`src/rtl/cond_logic_pipe_pkg.sv`:
```
// Shared types and flag/field indices for the conditional-execution unit.
// cond_t also serves the single-cycle core through cond_check4.
package cond_logic_pipe_pkg;

  typedef enum logic [3:0] {
    COND_EQ  = 4'h0,
    COND_NE  = 4'h1,
    COND_CS  = 4'h2,
    COND_CC  = 4'h3,
    COND_MI  = 4'h4,
    COND_PL  = 4'h5,
    COND_VS  = 4'h6,
    COND_VC  = 4'h7,
    COND_HI  = 4'h8,
    COND_LS  = 4'h9,
    COND_GE  = 4'hA,
    COND_LT  = 4'hB,
    COND_GT  = 4'hC,
    COND_LE  = 4'hD,
    COND_AL  = 4'hE,
    COND_AL2 = 4'hF
  } cond_t;

  localparam int FLAG_N = 3;
  localparam int FLAG_Z = 2;
  localparam int FLAG_C = 1;
  localparam int FLAG_V = 0;

  localparam int FW_NZ = 1;
  localparam int FW_CV = 0;

endpackage

```
`src/rtl/cond_logic_pipe_if.sv`:
```
// Execute-stage control bundle: decoded instruction controls in, gated
// write/branch controls and the NZCV register out.
interface cond_logic_pipe_if #(
  parameter int COND_W = 4
);
  logic              stall;
  logic              valid_e;
  logic [COND_W-1:0] cond_e;
  logic              pc_src_e;
  logic              reg_write_e;
  logic              mem_write_e;
  logic              no_write_e;
  logic              branch_e;
  logic [1:0]        flag_write_e;
  logic [3:0]        alu_flags;

  logic              pc_src_p;
  logic              reg_write_p;
  logic              mem_write_p;
  logic              branch_taken;
  logic              flush;
  logic              cond_ex;
  logic [3:0]        flags_q;

  modport master (
    output stall, valid_e, cond_e, pc_src_e, reg_write_e, mem_write_e,
           no_write_e, branch_e, flag_write_e, alu_flags,
    input  pc_src_p, reg_write_p, mem_write_p, branch_taken, flush,
           cond_ex, flags_q
  );

  modport slave (
    input  stall, valid_e, cond_e, pc_src_e, reg_write_e, mem_write_e,
           no_write_e, branch_e, flag_write_e, alu_flags,
    output pc_src_p, reg_write_p, mem_write_p, branch_taken, flush,
           cond_ex, flags_q
  );

endinterface

```
`src/rtl/cond_logic_pipe_cond_check4.sv`:
```
// Combinational condition evaluator: 4-bit condition code against NZCV.
// Purely combinational so both the pipelined and single-cycle cores can share it.
module cond_check4
  import cond_logic_pipe_pkg::*;
(
  input  cond_t      cond_i,
  input  logic [3:0] flags_i,
  output logic       cond_ex_o
);

  logic n, z, c, v;

  assign n = flags_i[FLAG_N];
  assign z = flags_i[FLAG_Z];
  assign c = flags_i[FLAG_C];
  assign v = flags_i[FLAG_V];

  always_comb begin
    cond_ex_o = 1'b1;
    case (cond_i)
      COND_EQ: cond_ex_o = z;
      COND_NE: cond_ex_o = ~z;
      COND_CS: cond_ex_o = c;
      COND_CC: cond_ex_o = ~c;
      COND_MI: cond_ex_o = n;
      COND_PL: cond_ex_o = ~n;
      COND_VS: cond_ex_o = v;
      COND_VC: cond_ex_o = ~v;
      COND_HI: cond_ex_o = c & ~z;
      COND_LS: cond_ex_o = ~c | z;
      COND_GE: cond_ex_o = (n == v);
      COND_LT: cond_ex_o = (n != v);
      COND_GT: cond_ex_o = ~z & (n == v);
      COND_LE: cond_ex_o = z | (n != v);
      default: cond_ex_o = 1'b1;
    endcase
  end

endmodule

```
`src/rtl/cond_logic_pipe.sv`:
```
// Execute-stage conditional-execution unit: NZCV register, write/branch gating,
// and a squash counter that drops wrong-path instructions after a taken branch.
module cond_logic_pipe
  import cond_logic_pipe_pkg::*;
#(
  parameter int         FLUSH_DEPTH = 2,
  parameter logic [3:0] FLAGS_RESET = 4'b0000,
  parameter int         COND_W      = 4
) (
  input  logic            clk,
  input  logic            reset,
  cond_logic_pipe_if.slave bus
);

  localparam logic [2:0] SQ_LOAD = 3'(FLUSH_DEPTH);

  logic [3:0] nzcv_q, nzcv_d;
  logic [2:0] sq_cnt_q, sq_cnt_d;

  logic [3:0] cond4;
  logic       cond_ex;
  logic       shadow;
  logic       live;
  logic       go;
  logic       br_taken;

  // Legacy 3-bit codes zero-extend into the 0..7 half, so AL cannot be reached.
  always_comb begin
    cond4 = 4'b0000;
    cond4[COND_W-1:0] = bus.cond_e;
  end

  cond_check4 u_check (
    .cond_i    (cond_t'(cond4)),
    .flags_i   (nzcv_q),
    .cond_ex_o (cond_ex)
  );

  assign shadow   = (sq_cnt_q != 3'd0);
  assign live     = bus.valid_e & ~bus.stall & ~shadow & reset;
  assign go       = live & cond_ex;
  assign br_taken = go & bus.branch_e;

  assign bus.cond_ex      = cond_ex;
  assign bus.flags_q      = nzcv_q;
  assign bus.reg_write_p  = go & bus.reg_write_e & ~bus.no_write_e;
  assign bus.mem_write_p  = go & bus.mem_write_e;
  assign bus.pc_src_p     = go & bus.pc_src_e;
  assign bus.branch_taken = br_taken;
  assign bus.flush        = reset & (br_taken | shadow);

  always_comb begin
    nzcv_d = nzcv_q;
    if (go && bus.flag_write_e[FW_NZ]) begin
      nzcv_d[FLAG_N] = bus.alu_flags[FLAG_N];
      nzcv_d[FLAG_Z] = bus.alu_flags[FLAG_Z];
    end
    if (go && bus.flag_write_e[FW_CV]) begin
      nzcv_d[FLAG_C] = bus.alu_flags[FLAG_C];
      nzcv_d[FLAG_V] = bus.alu_flags[FLAG_V];
    end
  end

  // A branch inside the shadow never reloads: br_taken is already gated by shadow.
  always_comb begin
    sq_cnt_d = sq_cnt_q;
    if (br_taken) begin
      sq_cnt_d = SQ_LOAD;
    end else if (shadow && !bus.stall) begin
      sq_cnt_d = sq_cnt_q - 3'd1;
    end
  end

  always_ff @(posedge clk) begin
    if (!reset) begin
      nzcv_q   <= FLAGS_RESET;
      sq_cnt_q <= 3'd0;
    end else begin
      nzcv_q   <= nzcv_d;
      sq_cnt_q <= sq_cnt_d;
    end
  end

endmodule

```
`src/flat_wrapper.sv`:
```
// flat-port wrapper written by rule: the top's interface ports become plain ports
module cond_logic_pipe_flat import cond_logic_pipe_pkg::*;
#(
  parameter int         FLUSH_DEPTH = 2,
  parameter logic [3:0] FLAGS_RESET = 4'b0000,
  parameter int         COND_W      = 4
)
  (clk, reset, bus_stall, bus_valid_e, bus_cond_e, bus_pc_src_e, bus_reg_write_e, bus_mem_write_e, bus_no_write_e, bus_branch_e, bus_flag_write_e, bus_alu_flags, bus_pc_src_p, bus_reg_write_p, bus_mem_write_p, bus_branch_taken, bus_flush, bus_cond_ex, bus_flags_q);
  cond_logic_pipe_if #(.COND_W(COND_W)) bus_i ();
  input  logic clk;
  input  logic reset;
  input wire logic [$bits(bus_i.stall)-1:0] bus_stall;
  input wire logic [$bits(bus_i.valid_e)-1:0] bus_valid_e;
  input wire logic [$bits(bus_i.cond_e)-1:0] bus_cond_e;
  input wire logic [$bits(bus_i.pc_src_e)-1:0] bus_pc_src_e;
  input wire logic [$bits(bus_i.reg_write_e)-1:0] bus_reg_write_e;
  input wire logic [$bits(bus_i.mem_write_e)-1:0] bus_mem_write_e;
  input wire logic [$bits(bus_i.no_write_e)-1:0] bus_no_write_e;
  input wire logic [$bits(bus_i.branch_e)-1:0] bus_branch_e;
  input wire logic [$bits(bus_i.flag_write_e)-1:0] bus_flag_write_e;
  input wire logic [$bits(bus_i.alu_flags)-1:0] bus_alu_flags;
  output wire logic [$bits(bus_i.pc_src_p)-1:0] bus_pc_src_p;
  output wire logic [$bits(bus_i.reg_write_p)-1:0] bus_reg_write_p;
  output wire logic [$bits(bus_i.mem_write_p)-1:0] bus_mem_write_p;
  output wire logic [$bits(bus_i.branch_taken)-1:0] bus_branch_taken;
  output wire logic [$bits(bus_i.flush)-1:0] bus_flush;
  output wire logic [$bits(bus_i.cond_ex)-1:0] bus_cond_ex;
  output wire logic [$bits(bus_i.flags_q)-1:0] bus_flags_q;
  assign bus_i.stall = bus_stall;
  assign bus_i.valid_e = bus_valid_e;
  assign bus_i.cond_e = bus_cond_e;
  assign bus_i.pc_src_e = bus_pc_src_e;
  assign bus_i.reg_write_e = bus_reg_write_e;
  assign bus_i.mem_write_e = bus_mem_write_e;
  assign bus_i.no_write_e = bus_no_write_e;
  assign bus_i.branch_e = bus_branch_e;
  assign bus_i.flag_write_e = bus_flag_write_e;
  assign bus_i.alu_flags = bus_alu_flags;
  assign bus_pc_src_p = bus_i.pc_src_p;
  assign bus_reg_write_p = bus_i.reg_write_p;
  assign bus_mem_write_p = bus_i.mem_write_p;
  assign bus_branch_taken = bus_i.branch_taken;
  assign bus_flush = bus_i.flush;
  assign bus_cond_ex = bus_i.cond_ex;
  assign bus_flags_q = bus_i.flags_q;
  cond_logic_pipe #(.FLUSH_DEPTH(FLUSH_DEPTH), .FLAGS_RESET(FLAGS_RESET), .COND_W(COND_W)) u_core (.clk(clk), .reset(reset), .bus(bus_i));
endmodule
```
`config.mk`:
```
export PLATFORM = sky130hd
export DESIGN_NAME = cond_logic_pipe_flat
export DESIGN_NICKNAME = d
export VERILOG_FILES = /design/src/rtl/cond_logic_pipe_pkg.sv /design/src/rtl/cond_logic_pipe_if.sv /design/src/rtl/cond_logic_pipe_cond_check4.sv /design/src/rtl/cond_logic_pipe.sv /design/src/flat_wrapper.sv
export SDC_FILE = /design/constraint.sdc
export NUM_CORES = 1
export LEC_CHECK = 0
export CORE_UTILIZATION = 38
export CTS_CLUSTER_DIAMETER = 100
export DETAILED_ROUTE_END_ITERATION = 10
export GPL_TIMING_DRIVEN = 0
export PLACE_DENSITY = 0.78
export SLEW_MARGIN = 10
export SYNTH_ARGS = -nofsm -noshare
export SYNTH_HDL_FRONTEND = slang
export SYNTH_SLANG_ARGS = --single-unit
```
`constraint.sdc`:
```
create_clock -name clk -period 2.6 [get_ports clk]
set_input_delay 0.52 -clock clk [delete_from_list [all_inputs] [get_ports clk]]
set_output_delay 0.52 -clock clk [all_outputs]
set_load 0.03 [all_outputs]
```
; ---- Word level (Yosys, flattened, before mapping)
; Index checks and enable logic that the tools add are counted.
[word_totals]
in_bits = 19
register_bits = 7
elab_cells = 54
out_inout_bits = 10
[classes]
eq_ne = 15
add_sub_neg = 1
mux = 3
n_bitwise = 23
reduce_logical = 8
[op_table]
columns = cell, count
row1 = $eq A4 B4 Y1 const B, 6
row2 = $eq A4 B3 Y1 const B, 4
row3 = $pmux W1 S14, 1
row4 = $and A1 B1 Y1, 12
row5 = $eq A4 B2 Y1 const B, 2
row6 = $not A1 Y1, 8
row7 = $eq A4 B1 Y1 const B, 1
row8 = $logic_not A4 Y1, 1
row9 = $mux W2, 2
row10 = $logic_and A1 B1 Y1, 3
row11 = $or A1 B1 Y1, 3
row12 = $reduce_bool A3 Y1, 1
row13 = $sub A3 B1 Y3 const B, 1
row14 = $reduce_bool A2 Y1, 1
row15 = $reduce_or A2 Y1, 1
row16 = $eq A1 B1 Y1, 1
row17 = $logic_not A1 Y1, 1
row18 = $ne A1 B1 Y1, 1

; ---- Longest topological paths before layout
[logic_depth]
ltp_word = 8
ltp_mapped = 7
depth_no_buf = 7

; ---- By module
; Synthesis repeated with hierarchy kept, for this count alone.
[hier_totals]
hier_cells = 69
area_unflattened_um2 = 571.8
[modules_own_cells]
columns = mod, n_inst, area_per_inst_um2, seq_area_each_um2, cells_each
row1 = cond_logic_pipe, 1, 406.6, 140.1, 46
row2 = cond_check4, 1, 165.2, 0.0, 23

; ---- Least setup slack after synthesis
; OpenSTA, ideal clock, no wires.
[synth_timing]
path_type = reg2out
from = register u_core.nzcv_q[2], in the netlist u_core.bus.flags_q[2]
to = output port bus_flush
required_time_ns = 2.080
n_path_buf = 0
t_arrival_ns = 2.211
stages_incl_launch_ff = 7
setup_slack_ns = -0.131
cell_sequence = dfxtp_1 -> and2b_2 -> a22oi_2 -> xnor2_1 -> a221oi_4 -> nor4b_4 -> o21bai_1
[synth_between]
elab_chain_len = 7
word_cells_on_any_way = 10
classes_between = mux (1) / bitwise (9)
[synth_rtl]
columns = item, line_no
row1 = from (decl), cond_logic_pipe.sv:17  ; logic [3:0] nzcv_q, nzcv_d;
row2 = from (signal assigned), cond_logic_pipe.sv:79  ; nzcv_q <= nzcv_d;
row3 = $not A1 Y1, "cond_logic_pipe_cond_check4.sv:22, cond_logic_pipe_cond_check4.sv:29, cond_logic_pipe_cond_check4.sv:33"
row4 = $and A1 B1 Y1 (on tied branches), "cond_logic_pipe_cond_check4.sv:33, cond_logic_pipe_cond_check4.sv:29"
row5 = $pmux W1 S14 (*), cond_logic_pipe_cond_check4.sv:20  ; case (cond_i)
row6 = $and A1 B1 Y1 (*), cond_logic_pipe.sv:41  ; assign go = live & cond_ex;
row7 = $and A1 B1 Y1 (*), cond_logic_pipe.sv:42  ; assign br_taken = go & bus.branch_e;
row8 = net bus_branch_taken, flat_wrapper.sv:25  ; output wire logic [$bits(bus_i.branch_taken)-1:0] bus_branch_taken;
row9 = $or A1 B1 Y1 (*), cond_logic_pipe.sv:50  ; assign bus.flush = reset & (br_taken | shadow);
row10 = $and A1 B1 Y1 (*), cond_logic_pipe.sv:50
row11 = to (decl), flat_wrapper.sv:26  ; output wire logic [$bits(bus_i.flush)-1:0] bus_flush;
; Mark *: on every way through the listed nets, which the timed path passes. The rest lies on a longest branch.

; ---- Worst setup path after layout
[layout_timing]
from = input port bus_cond_e[1]
to = output port bus_flush
[layout_between]
elab_chain_len = 6
word_cells_on_any_way = 19
classes_between = eq/ne (13) / mux (1) / bitwise (4) / reduce/logical (1)
[layout_rtl]
columns = item, line_no
row1 = from (decl), flat_wrapper.sv:14  ; input wire logic [$bits(bus_i.cond_e)-1:0] bus_cond_e;
row2 = "$eq A4 B4 Y1, or another cell as far along", cond_logic_pipe_cond_check4.sv:20
row3 = $pmux W1 S14 (*), cond_logic_pipe_cond_check4.sv:20
row4 = $and A1 B1 Y1 (*), cond_logic_pipe.sv:41
row5 = $and A1 B1 Y1 (*), cond_logic_pipe.sv:42
row6 = $or A1 B1 Y1 (*), cond_logic_pipe.sv:50
row7 = $and A1 B1 Y1 (*), cond_logic_pipe.sv:50
; Mark *: on every way between the ends. The rest lies on a longest branch, timed or not.

==> reports/summary.txt <==
DIE AREA - 0.001619 mm^2
Comb pwr share - 0.475
Sw Ratio - 0.3651
IO Pins - 29
worst hold slack - 0.4919 ns
layout cell share with drive strength beyond 1 - 0.3431
ranking of synthesized cells by area - dfxtp_1, xnor2_1, a221oi_4, xor2_1, ha_1
Design Power - 0.4417 mW
Hold Path Depth - 2
Worst-Margin Slew - 0.3415 ns
antenna cells - 0
fillers - 114
Post-synth EDFFs - 0
fmax - 395.4 MHz
Hold Violations, Final - 0
Overall Global Routing Usage - 0.1979
r2r endpoint - u_core.bus.flags_q[0]
Most used DFF post-synth - dfxtp_1
Worst R2R Setup Slack - 0.67 ns
final net count - 124
kind of critical path - in -> out
drt via density - 5.222
most instantiated cells after synthesis - dfxtp_1, inv_1, nand2_1, xnor2_1, nand3_1
Async SR Flop Fraction - 0
final count of negative-setup-slack endpoints - 0
Post-CTS Hold Buffers - 0
vias in the first global route - 492
initial antenna violation count - 0
post-route clock skew - 0.001206 ns
Critical Path Start Type - input port
Power per Cell Area - 468.8 mW/mm^2
Flop pwr share - 0.295
Mapped Area - 555.5 um^2
critical path peak fanout - 5
status - finished, final reports clean
Syn Inst Count - 66
WL/cell - 12.20 um
clock tree sinks - 7
worst reg-to-reg path cell count - 9
Hold Crit Class - reg -> reg
CTS clk-pin slew, worst paths - 0.05 ns
IO Port Bufs - 27
Final Max Slew Viols - 0
syn_nets - 87
Final min period - 2.529 ns
#FFs+latches synth - 7
CTS max path bufs - 2
CTS tree - yes
RSZ-0062 raised after global routing - yes
Synth area leader - dfxtp_1
Peak VDD IR - 313.8 uV
Initial Util - 0.4165
first-pass GRT wire length - 2021 um
Leakage - 0.4039 nW
mean post-synth cell area - 8.417 um^2
core area - 0.001334 mm^2
FF-to-FF Start - u_core.bus.flags_q[2]
H-tree Lvls - 1
total CTS buffers - 3
largest net degree at the start of global routing - 9
hold path startpoint - u_core.bus.flags_q[1]
total grt overflow - 0
clk_lat worst skew - 0.25 ns
detailed placement HPWL - 1091 um
Clock Power Share - 0.231
share of the synthesized area in the top cell type - 0.2523
Sw Pwr - 0.1613 mW
Rel. slew slack - 0.7723
site row count - 13
clk root buf - clkbuf_4
final core occ - 0.7064
TritonRoute pass-1 iters - 4
Pint - 0.2804 mW
Initial DRC Count - 6
DRC - 0
antenna violation net count after detailed routing - 0
Worst Path Arrival - 2.01 ns
vias after detailed routing - 611
most numerous cell in the Yosys netlist - dfxtp_1
yosys warns - 0
Post-Route WL - 1427 um
die extent in x - 40.24 um
Tcrit/Tclk final - 0.9728
die height - 40.24 um
Worst setup EP type - output pin
hold path endpoint - u_core.bus.flags_q[1]
area grow syn2layout - 69.59%
post-synthesis sequential area ratio - 0.2523
MaxCap Viol Count - 0
number of distinct library cells after synthesis - 30
Placer Congestion - 0.7085
Crit path required time - 2.08 ns
## cells by family (layout without fill, tap and decap cells)
kind of cell,Yosys count,in the layout,share of synthesized area
AO/OA/AOI/OAI,13,13,0.1892
flip-flops,7,7,0.2522
AND/OR/NAND/NOR,27,27,0.3041
multiplexers,2,2,0.03604
XOR/XNOR,8,8,0.1261
buffers and inverters,7,43,0.04729
adder cells (fa/ha/maj),2,2,0.04504
## worst max path at each step
stage	from	slack [ns]	to	depth (start not counted)
2_1_floorplan	u_core.bus.flags_q[0]	0.01	bus_flush	6
3_3_place_gp	bus_cond_e[1]	-0.97	bus_flush	8
3_5_place_dp	bus_cond_e[1]	-1.03	bus_flush	8
4_1_cts	bus_cond_e[0]	0.002	bus_reg_write_p	8
5_1_grt	u_core.bus.flags_q[2]	-0.03	bus_flush	7
6_report	bus_cond_e[1]	0.07	bus_flush	8
## state kept, by name, indices dropped and copies added, names as in the netlist
signal / cells
u_core.bus.flags_q: 4
u_core.sq_cnt_q: 3
## through the flow
stage,TNS (ns),setup slack (ns),cells,instance area [um^2]
2_1_floorplan,0,0.01271,66,578.1
3_3_place_gp,-4.994,-0.9671,108,867.1
6_report,0,0.07061,117,942.2
5_1_grt,-0.02661,-0.02661,117,942.2
4_1_cts,0,0.001571,116,924.6
3_5_place_dp,-5.343,-1.030,108,867.1
## power by group through the flow
stage                     registers, mW  logic (mW)  clock network [mW]
final                             0.130       0.210               0.102
after global routing              0.131       0.228               0.110
after CTS                         0.130       0.207               0.105
after detailed placement          0.131       0.193                   0
after global placement            0.131       0.190                   0
after floorplan                   0.134       0.124                   0
## repair_timing
action                                  in CTS  in global routing
endpoints found under the hold margin        0                  0
buffers inserted                             4                  1
pin swaps                                    4                  9
gates resized for setup                     52                 11
endpoints found under the setup margin       6                  6
## worst max-delay path, cell delays in order
cell	delay [ns]
buf_8	0.11
mux2i_4	0.18
xor2_1	0.17
o32ai_2	0.28
a221oi_4	0.09
nor4b_4	0.34
o21bai_4	0.17
buf_6	0.14
## placed cells by master, fill, tap and decap left out, types with 2 or more instances in the layout
cell | Yosys | final
clkdlybuf4s50_1 | 0 | 17
buf_2 | 0 | 7
buf_4 | 0 | 6
inv_1 | 5 | 5
nand2_1 | 5 | 5
nand3_1 | 4 | 4
dfxtp_1 | 7 | 4
xor2_1 | 3 | 3
xnor2_1 | 5 | 3
nor2_1 | 3 | 3
a21oi_1 | 3 | 3
clkbuf_4 | 0 | 3
xnor2_2 | 0 | 2
o21ai_1 | 1 | 2
and3b_1 | 2 | 2
clkbuf_1 | 1 | 2
and2_1 | 2 | 2
nand4_1 | 2 | 2
o21ai_0 | 3 | 2
ha_1 | 2 | 2
dfxtp_2 | 0 | 2
## final cells by class
cell class	count	area (um^2)	area share
buffer	1	3.754	0.003984
clock buffer	4	26.28	0.02789
inverter	6	22.52	0.02390
multi-input combinational	52	447.9	0.4754
sequential	7	146.4	0.1554
tap	15	18.77	0.01992
timing repair buffer	32	276.5	0.2935
## layer usage
| layer | routed length, um | GRT usage | vias to the layer above | part of all wire |
|---|---|---|---|---|
| met5 | 0 | 0 | - | 0 |
| met4 | 6 | 0.07500 | 0 | 0.0042 |
| met3 | 67 | 0.06667 | 2 | 0.047 |
| li1 | - | - | 302 | - |
| met1 | 555 | 0.1919 | 288 | 0.39 |
| met2 | 797 | 0.3790 | 19 | 0.56 |
Power figures use the tool's default switching activity.
==> variant: new RTL, same flow settings <==
Reset style: asynchronous (`reset`), changed in one clocked block.
--- a/src/rtl/cond_logic_pipe.sv
+++ b/src/rtl/cond_logic_pipe.sv
@@ -73,3 +73,3 @@
 
-  always_ff @(posedge clk) begin
+  always_ff @(posedge clk or negedge reset) begin
     if (!reset) begin
Behaviour: differs if reset is asserted again (counterexample within 4 cycles, from zero or initial values and one cycle with reset low); with reset held inactive, the same outputs for 10 cycles.
==> variant against the original RTL <==
- first-iteration DRC count increased to 2.5 times the old value
- design area increased by 5.0%
- worst setup slack improved by 0.0032 ns
- non-clock buffer count decreased by 2
- sequential cell count unchanged
- clock skew increased by 0.0056 ns
- routed wire length increased by 24%
- synthesized area increased by 13%
- maximum frequency increased by 0.13%
Power is not compared: it rests on default switching activity, and its combinational part moved more than twofold at a synthesized area within 25%.
==> variant: results (changes against the original RTL) <==
- Post-CTS Resized: 36 (was 52)
- Post-DP HPWL: 1310 microns (was 1090 microns)
- Mux contribution to synthesized area: 1.59% (was 3.60%)
- Fin Clk Skew: 0.00679 ns (was 0.00121 ns)
- FFs w/ async S/R, synth: 100% (was 0%)
- Synth Net Count: 97 (was 87)
- GRT met3 Usage: 8.94% (was 6.67%)
- Metal2 WL: 925 microns (was 797 microns)
- Status: finished, final reports clean (unchanged)
- Compound-Gate Fraction of Synth Area: 29.3% (was 18.9%)
- Measured slew at the worst slew-check pin: 0.433 ns (was 0.342 ns)
- Vias in the first global route: 721 (was 492)
- Worst hold path type: in2async (was reg2reg)
- Placed Instance Area: 913 sq um (was 867 sq um)
- Global-route wire length before repair: 2890 microns (was 2020 microns)
- Top cells by area, synth: dfrtp_1 28%, inv_1 6.0%, o32ai_1 5.6%, xnor2_1 5.6%, a211oi_1 4.8% (was dfxtp_1 25%, xnor2_1 7.9%, a221oi_4 4.7%, xor2_1 4.7%, ha_1 4.5%)
- Placer Congestion: 0.793 (was 0.709)
- Share of cells above drive strength 1: 25.9% (was 34.3%)
- Reg-to-Reg Start: u_core.bus.flags_q[2] (unchanged)
- DR iter-0 viols: 15 (was 6)
- Worst setup path end: bus_reg_write_p (was bus_flush)
- Setup slack, reg-to-reg: 0.82 ns (was 0.67 ns)
- Met2 usage: 37.0% (was 37.9%)
- Postcts setup bufs: 2 (was 4)
- Synth cell count leaders: 10 x inv_1, 7 x dfrtp_1 (was 7 x dfxtp_1, 5 x inv_1, 5 x nand2_1, 5 x xnor2_1, 4 x nand3_1)
- Number of iterations in the first detailed-routing pass: 5 (was 4)
- Synth-to-layout area growth: 57.6% (was 69.6%)
- Post-Synth Adder-Cell Area: 3.98% (was 4.50%)
- Register area share after synthesis: 27.9% (was 25.2%)
- Reg2reg end: u_core.bus.flags_q[3] (was u_core.bus.flags_q[0])
- Post-DR vias/cell: 5.89 (was 5.22)
- Worst Setup SP: bus_stall (was bus_cond_e[1])
- Fill cells: 142 (was 114)
- Largest net degree at the start of global routing: 11 (was 9)
- Met1 GRT Util: 22.7% (was 19.2%)
- Met3 WL: 143 microns (was 67 microns)
- Post-Synth XOR/XNOR Area: 6.97% (was 12.6%)
- R2R cell count: 5 (was 9)
## variant: changes by cell type after synthesis, sizes merged, moves of 3 or more
cell    before  now
dfrtp        0    7
inv          6   10
a211oi       0    4
and3         0    3
dfxtp        7    0
o32ai        1    4
## variant: cell families after synthesis
group / count (synthesis)
compound gates: 25
simple gates: 23
buf+inv: 13
flops: 7
xor+xnor: 5
fa+ha+maj: 2
mux: 1
## variant: worst max-delay path: stages
cell and delay [ns]:
clkdlybuf4s50_1 0.46, nor4bb_4 0.32, nand2_2 0.12, a31o_4 0.26
nor3b_2 0.15, buf_4 0.18
## variant: area by class of cell
type,count,area share [%]
Buffer,2,1.01
Clock buffer,4,2.65
Inverter,10,3.79
Multi-Input combinational cell,56,47.5
Sequential cell,7,18.0
Tap cell,16,2.02
Timing Repair Buffer,29,25.0
## variant: stage by stage
stage / setup slack [ns] / cells / total power, mW / hold slack (ns)
CTS: 0.0183 / 123 / 0.741 / 0.294
detailed placement: -0.847 / 118 / 0.617 / 0.497
floorplan: 0.0116 / 76 / 0.467 / 0.224
finish: 0.0738 / 124 / 0.778 / 0.291
global route: -0.0322 / 124 / 0.836 / 0.323
global placement: -0.823 / 118 / 0.599 / 0.482
## variant: power by group through the flow
stage                     sequential, mW  clock [mW]  combinational [mW]
after floorplan                    0.248           0               0.219
after global placement             0.212           0               0.387
after detailed placement           0.214           0               0.403
after CTS                          0.212       0.112               0.417
after global routing               0.230       0.119               0.487
final                              0.222       0.108               0.448
## variant: worst min-delay path by stage
stage,slack (ns),to
floorplan,0.22,u_core.bus.flags_q[0]
global placement,0.48,u_core.sq_cnt_q[2]
detailed placement,0.50,u_core.sq_cnt_q[2]
CTS,0.29,u_core.bus.flags_q[0]
global route,0.32,u_core.bus.flags_q[0]
finish,0.29,u_core.bus.flags_q[0]
